$ cat config.mk
export PLATFORM = sky130hd
export DESIGN_NAME = booth_product_accumulator
export DESIGN_NICKNAME = d
export VERILOG_FILES = /design/src/rtl/booth_product_accumulator.sv
export SDC_FILE = /design/constraint.sdc
export NUM_CORES = 1
export LEC_CHECK = 0
export BUFFER_PORTS_ARGS = -buffer_cell sky130_fd_sc_hd__buf_4
export CAP_MARGIN = 20
export CORE_ASPECT_RATIO = 1.25
export CORE_UTILIZATION = 53
export CTS_CLUSTER_DIAMETER = 80
export CTS_CLUSTER_SIZE = 10
export DETAILED_ROUTE_END_ITERATION = 16
export PLACE_DENSITY_LB_ADDON = 0.05
export SETUP_SLACK_MARGIN = 0.02
export SYNTH_ARGS = -nofsm -noshare
export SYNTH_HDL_FRONTEND = slang
export SYNTH_SLANG_ARGS = --single-unit
$ cat constraint.sdc
create_clock -name clk -period 3.1 [get_ports clk]
set_clock_uncertainty 0.15 [all_clocks]
set_input_delay 0.62 -clock clk [delete_from_list [all_inputs] [get_ports clk]]
set_output_delay 0.62 -clock clk [all_outputs]
set_load 0.05 [all_outputs]
$ cat src/rtl/booth_product_accumulator.sv
// Saturating product accumulator fed by the Booth multiplier over valid/ready.
// Sums a programmed number of signed products and pulses done with the final value.
module booth_product_accumulator #(
  parameter int unsigned PROD_W = 32,
  parameter int unsigned ACC_W  = 40,
  parameter int unsigned CNT_W  = 8
) (
  input  logic              clk,
  input  logic              reset_n,
  input  logic              start,
  input  logic [CNT_W-1:0]  len,
  input  logic              prod_valid,
  input  logic [PROD_W-1:0] prod,
  input  logic              prod_sub,
  output logic              prod_ready,
  output logic              busy,
  output logic              done,
  output logic [ACC_W-1:0]  acc_out,
  output logic              ovf
);

  typedef enum logic [1:0] {StIdle, StRun, StDone} state_e;

  state_e             state_q, state_d;
  logic [CNT_W-1:0]   count_q, count_d;
  logic [ACC_W-1:0]   acc_q, acc_d;
  logic               ovf_q, ovf_d;

  logic [ACC_W:0]     prod_ext;
  logic [ACC_W:0]     acc_ext;
  logic [ACC_W:0]     sum;
  logic [ACC_W-1:0]   sum_sat;
  logic               sat_evt;

  // One guard bit keeps both +/- of the most negative product exact.
  always_comb begin
    prod_ext = {{(ACC_W + 1 - PROD_W){prod[PROD_W-1]}}, prod};
    acc_ext  = {acc_q[ACC_W-1], acc_q};
    sum      = prod_sub ? (acc_ext - prod_ext) : (acc_ext + prod_ext);
    sat_evt  = sum[ACC_W] != sum[ACC_W-1];
    if (!sat_evt) begin
      sum_sat = sum[ACC_W-1:0];
    end else if (sum[ACC_W]) begin
      sum_sat = {1'b1, {(ACC_W - 1){1'b0}}};
    end else begin
      sum_sat = {1'b0, {(ACC_W - 1){1'b1}}};
    end
  end

  always_comb begin
    state_d = state_q;
    count_d = count_q;
    acc_d   = acc_q;
    ovf_d   = ovf_q;
    unique case (state_q)
      StIdle: begin
        if (start) begin
          acc_d = '0;
          ovf_d = 1'b0;
          if (len != '0) begin
            count_d = len;
            state_d = StRun;
          end else begin
            state_d = StDone;
          end
        end
      end
      StRun: begin
        if (prod_valid) begin
          acc_d   = sum_sat;
          ovf_d   = ovf_q | sat_evt;
          count_d = count_q - CNT_W'(1);
          if (count_q == CNT_W'(1)) begin
            state_d = StDone;
          end
        end
      end
      StDone:  state_d = StIdle;
      default: state_d = StIdle;
    endcase
  end

  always_ff @(posedge clk or negedge reset_n) begin
    if (!reset_n) begin
      state_q <= StIdle;
      count_q <= '0;
      acc_q   <= '0;
      ovf_q   <= 1'b0;
    end else begin
      state_q <= state_d;
      count_q <= count_d;
      acc_q   <= acc_d;
      ovf_q   <= ovf_d;
    end
  end

  assign prod_ready = (state_q == StRun);
  assign busy       = (state_q != StIdle);
  assign done       = (state_q == StDone);
  assign acc_out    = acc_q;
  assign ovf        = ovf_q;

endmodule
==> After elaboration in Yosys (flattened, before gate mapping) <==
Index checks and enable logic that the tools add are counted.
W data, S select, Z words.
{ "classes": {"muxes": 18, "mul": 0, "n_reduce_logical": 7, "n_addsub": 3, "shifts": 0, "n_eq_ne": 8, "bitwise": 1, "n_div": 0, "order_cmp": 0} }
{ "ops": {"columns": ["cell", "n"], "rows": [
  ["$mux W40", 4],
  ["$pmux W40 S2", 1],
  ["$add A40 B32 Y41", 1],
  ["$mux W41", 1],
  ["$sub A40 B32 Y41", 1],
  ["$mux W8", 3],
  ["$pmux W8 S2", 1],
  ["$eq A8 B1 Y1 const B", 1],
  ["$mux W2", 4],
  ["$reduce_bool A8 Y1", 1],
  ["$sub A8 B1 Y8 const B", 1],
  ["$ne A2 B2 Y1 const B", 3],
  ["$reduce_and A3 Y1", 2],
  ["$pmux W2 S2", 1],
  ["$reduce_and A4 Y1", 1],
  ["$reduce_bool A2 Y1", 2],
  ["$eq A2 B1 Y1 const B", 1],
  ["$eq A2 B2 Y1 const B", 1],
  ["$logic_not A2 Y1", 1],
  ["$mux W1", 2],
  ["$ne A2 B1 Y1 const B", 1],
  ["$pmux W1 S2", 1],
  ["$ne A1 B1 Y1", 1],
  ["$or A1 B1 Y1", 1]
]} }
{ "totals": {"reg_bits": 51, "latch_bits": 0, "output_inout_bits": 44, "input_bits": 45, "word_cells": 41, "ramBits": 0, "romBits": 0, "n_memories": 0} }

==> Longest topological paths before layout <==
{ "depth": {"ltp_word": 6, "ltp_mapped": 21, "ltp_nobuf": 18} }

==> Worst setup path after synthesis <==
Ideal clock, no wire load.
{ "synth_path": {"path_type": "input to register", "start": "input prod[0]", "end": "register acc_q[37] (netlist: acc_out[37])", "setup_time_ps": 126, "t_arrival_ps": 4630, "path_slack_ps": -1807, "n_path_buf": 3, "required_time_ps": 2824, "path_stages": 21, "cell_sequence": "inv_1 ha_1 nor4b_2 nor4b_4 and3_2 and3b_4 a21oi_1 xnor2_1 ha_1 clkbuf_1 a21oi_1 o21ai_0 a31o_2 a221o_1 nand2_1 and3b_1 xor2_1 a21oi_2 buf_4 buf_6 a221o_1"} }
{ "synth_between": {"elab_chain_cells": 6, "word_cells_on_any_way": 8, "classes_between": "add/sub: 2; eq/ne: 1; mux: 5"} }
{ "synth_rtl": {"columns": ["element", "line_no", "rtl"], "rows": [
  ["start: declaration", "13", "input logic [PROD_W-1:0] prod,"],
  ["$add A40 B32 Y41 / $sub A40 B32 Y41 (equally long branches)", "39", "sum = prod_sub ? (acc_ext - prod_ext) : (acc_ext + prod_ext);"],
  ["$mux W41 (*)", "39", null],
  ["$mux W40 / $ne A1 B1 Y1 (equally long branches)", "43, 40", null],
  ["$mux W40 (*)", "41", "if (!sat_evt) begin"],
  ["$mux W40 (*)", "69", "if (prod_valid) begin"],
  ["$pmux W40 S2 (*)", "55", "unique case (state_q)"],
  ["end signal: assignment", "87", "acc_q <= '0;"],
  ["end signal: assignment", "92", "acc_q <= acc_d;"],
  ["end: declaration", "26", "logic [ACC_W-1:0] acc_q, acc_d;"]
]} }
Every way passes the cells marked *; elsewhere a longest branch is shown, timed or not. The select of a mux whose other input is x is not followed.
A chain may end at the register's enable or synchronous reset.

==> Final worst setup path <==
{ "layout_path": {"start": "input prod[0]", "end": "register acc_q[2] (netlist: acc_out[2])"} }
Same word-level chain as after synthesis.

==> impl_results.md <==
* Status: finished with violations
* Violated checks: negative setup slack
* # IOs at 89
* Vias in the first global route at 6940
* Number of port buffers at 88
* Iter 0 DRT Violations at 592
* Syn Inst Count at 654
* Reg clk slew, reported paths at 0.08 ns
* Hold-fix buffers at CTS at 0
* Synth-to-Final Area Change at 58.61%
* Synth cell types at 67
* CTS Buf Count at 5
* Clock sink total at 51
* Ys Warns at 0
* Die area at 0.01057 mm2
* Grt total ovfl at 0
* EDFF count, synth at 0
* Crit path max fanout at 27
* Share of power burned in registers at 12.4%
* H-tree depth at 2
* Maxcap violations at 0
* # DRC at 0
* Yosys reg bits at 51
* Routed via count at 6983
* Max frequency at 207.1 MHz
* CP Data Required Time at 3.14 ns
* Static Leakage at 4.122 nW
* Worst setup margin at -1.728 ns
* Total global-route track usage at 39.64%
* Layout cell share with drive strength beyond 1 at 43.20%
* Pwr Density at 1273 mW/mm2
* Crit-path max cell delay at 0.39 ns
* Worst Path Arrival at 4.87 ns
* CP cell instances: buf_6 > inv_6 > ha_4 > nor4b_4 > nor4b_4 > and3_4 > and3b_4 > buf_6 > a211oi_4 > a21oi_2 > ha_1 > nand4_1 > nor4_4 > buf_4 > nand4_1 > o21a_1 > o2111ai_4 > nand2_2 > xnor3_2 > a21oi_4 > buf_12 > a221o_1
* Util after Layout at 87.50%
* Class of the worst hold path: input port to asynchronous set/reset pin
* Switching fraction of total power at 50.23%
* Setup crit end kind: register
* Psw at 5.462 mW
* Dpl cell area at 0.007840 mm2
* Initial core utilization at 55.17%
* Crit path buf inv count at 5
* Final Setup Violations at 41
* Clock latency on the worst-skew pair at 0.31 ns
* X dimension of the die at 92.15 um
* Fin crit period at 4.828 ns
* Mapped Avg Cell Area at 8.232 um2
* Final Cycle Share at 155.7%
* FF/Latch Area at 0.001276 mm2
* Die Y at 114.7 um
* First-pass GRT wire length at 33030 um
* DRT antenna net count at 0
* Initial antenna violation count at 0
* WL/cell at 21.03 um
* Max Slew Vio Count at 0
* Clock Path Buffers at 2
* Post-DR vias/cell at 6.412
* Overall Power at 10.87 mW
* Final Wtd Congestion at 0.9255
* TritonCTS clock tree: yes
* Mapped cell area at 0.005384 mm2
* Post-layout instance area at 0.008539 mm2
* # diodes at 0
* Largest net degree at the start of global routing at 52
* Internal at 5.411 mW
* Syn nets at 743
* First-pass DRT Iterations at 6
* Combinational Power Share at 81.9%
* Slew Limit Headroom at 42.82%
* Final Hold Viols at 0
* Async set-reset flop share out of synthesis at 100.0%
* Peak supply drop at 0.0009788 V
* Multi-input logic area at 0.004138 mm2
* Critical path class: input port to register
* Slowest cell on the critical path: nor4_4
* Root Driver: clkbuf_16
* Final wirelength at 22900 um
* Row Count at 40
* RSZ-0062 raised after global routing: true
* CP startpoint kind: input port
* Clk network pwr share at 5.7%
* Hpwl dp at 14520 um
* Core Box Area at 0.009759 mm2
* Fin nets at 1051
* Sequential element share of the synthesized area at 23.70%
* CP top delay family: simple AND/OR/NAND/NOR gates
* Synth Flop Type: dfrtp_1
* Fill cell count at 512
* Worst slew pin tran at 0.8498 ns
## path summary, 6_finish.rpt
path / from / endpoint / slack, ns / cells after the start
max in group asynchronous: reset_n / acc_out[21] / 2.13 / 1
setup / recovery: prod[0] / acc_out[2] / -1.73 / 22
min in group clk: state_q[1] / state_q[0] / 0.36 / 1
setup reg to reg: acc_out[0] / acc_out[2] / -0.39 / 14
hold / removal: reset_n / count_q[4] / 0.20 / 1
hold reg to reg: state_q[1] / state_q[0] / 0.36 / 1
## kinds of logic (layout without fill, tap and decap cells)
family                   after synthesis  count (layout)  share of synthesized area, %
multiplexers                           6               6                         1.139
buffers and inverters                 70             379                         5.391
flip-flops                            51              51                         23.70
AND/OR/NAND/NOR                      189             189                         18.55
XOR/XNOR                              68              68                         11.34
adder cells (fa/ha/maj)               44              44                         10.36
AO/OA/AOI/OAI                        226             226                         29.51
## state kept, by name, summed over array words and instances, names as in the netlist
| signal | flops |
|---|---|
| state_q | 2 |
| ovf | 1 |
| acc_out | 40 |
| count_q | 8 |
## stage by stage
step / TNS [ns] / hold WS [ns] / setup WS, ns / cells
floorplan: -55.82 / 0.1744 / -1.456 / 654
global placement: -80.99 / 0.3303 / -1.993 / 1055
detailed placement: -84.84 / 0.3449 / -2.101 / 1055
CTS: -62.49 / 0.2370 / -1.555 / 1081
global route: -75.22 / 0.2624 / -1.895 / 1089
finish: -68.30 / 0.2037 / -1.728 / 1089
## metal layers
metal | routed length (um) | track usage [%] | vias up | share of wire (%)
met4 | 1540 | 23.13 | 0 | 6.7
met3 | 2021 | 5.710 | 149 | 8.8
met5 | 0 | 0 | - | 0
met2 | 11620 | 73.68 | 475 | 51
met1 | 7724 | 42.38 | 3289 | 34
li1 | - | - | 3070 | -
## power groups by stage
stage	sequential [mW]	clock, mW	combinational, mW
2_1_floorplan	2.20	0	3.74
3_3_place_gp	1.32	0	7.50
3_5_place_dp	1.34	0	7.71
4_1_cts	1.33	0.619	8.30
5_1_grt	1.37	0.641	9.36
6_report	1.34	0.622	8.91
## final cells by class
class / instances / area share [%]
Clock buffer: 5 / 1.465
Clock inverter: 3 / 0.2930
Inverter: 28 / 1.465
Multi-Input combinational cell: 533 / 48.45
Sequential cell: 51 / 14.95
Tap cell: 126 / 1.846
Timing Repair Buffer: 343 / 31.53
## synthesized netlist by cell type (all sizes together) (3+ instances only)
| library cell | number | area (um2) |
|---|---|---|
| a21o | 20 | 150.1 |
| xor2 | 18 | 157.7 |
| dfrtp | 51 | 1276 |
| nand4 | 11 | 68.82 |
| buf | 11 | 68.81 |
| o21ai | 35 | 175.2 |
| inv | 28 | 105.1 |
| a31oi | 11 | 68.82 |
| ha | 43 | 538.0 |
| o21a | 8 | 60.06 |
| nand3 | 8 | 40.04 |
| a21oi | 69 | 360.3 |
| nor4 | 12 | 75.07 |
| nor4b | 3 | 47.54 |
| mux2i | 5 | 50.05 |
| and3b | 3 | 30.03 |
| o2111ai | 4 | 35.03 |
| nor3 | 17 | 96.35 |
| clkbuf | 31 | 116.4 |
| a221oi | 4 | 35.03 |
| o21bai | 3 | 22.52 |
| nand2b | 10 | 62.56 |
| nand2 | 37 | 138.9 |
| a31o | 3 | 26.28 |
| xnor2 | 49 | 429.2 |
| nor2b | 10 | 62.56 |
| o31ai | 3 | 22.52 |
| or3 | 4 | 25.02 |
| a21boi | 3 | 22.52 |
| nor2 | 53 | 198.9 |
| and3 | 7 | 45.05 |
| and2 | 4 | 25.02 |
| o211ai | 5 | 37.54 |
| a221o | 40 | 400.4 |
| a2111oi | 3 | 26.28 |
| nand4b | 3 | 26.28 |
## what timing repair did
item,4_1_cts,5_1_grt
gates cloned,3,0
endpoints found under the setup margin,41,41
pin swaps,26,27
resized for setup,49,27
setup buffers,15,10
## layout by cell type, fill, tap and decap left out, drive strengths merged, types with 4 or more instances in the layout
cell / count
a21o: 20
a21oi: 69
a221o: 40
a221oi: 4
a31oi: 11
and2: 4
and3: 7
buf: 343
clkbuf: 5
dfrtp: 51
ha: 43
inv: 30
mux2i: 5
nand2: 37
nand2b: 10
nand3: 8
nand4: 11
nor2: 53
nor2b: 10
nor3: 17
nor4: 12
o2111ai: 4
o211ai: 5
o21a: 8
o21ai: 35
or3: 4
xnor2: 49
xor2: 18
(Power assumes the default switching activity.)
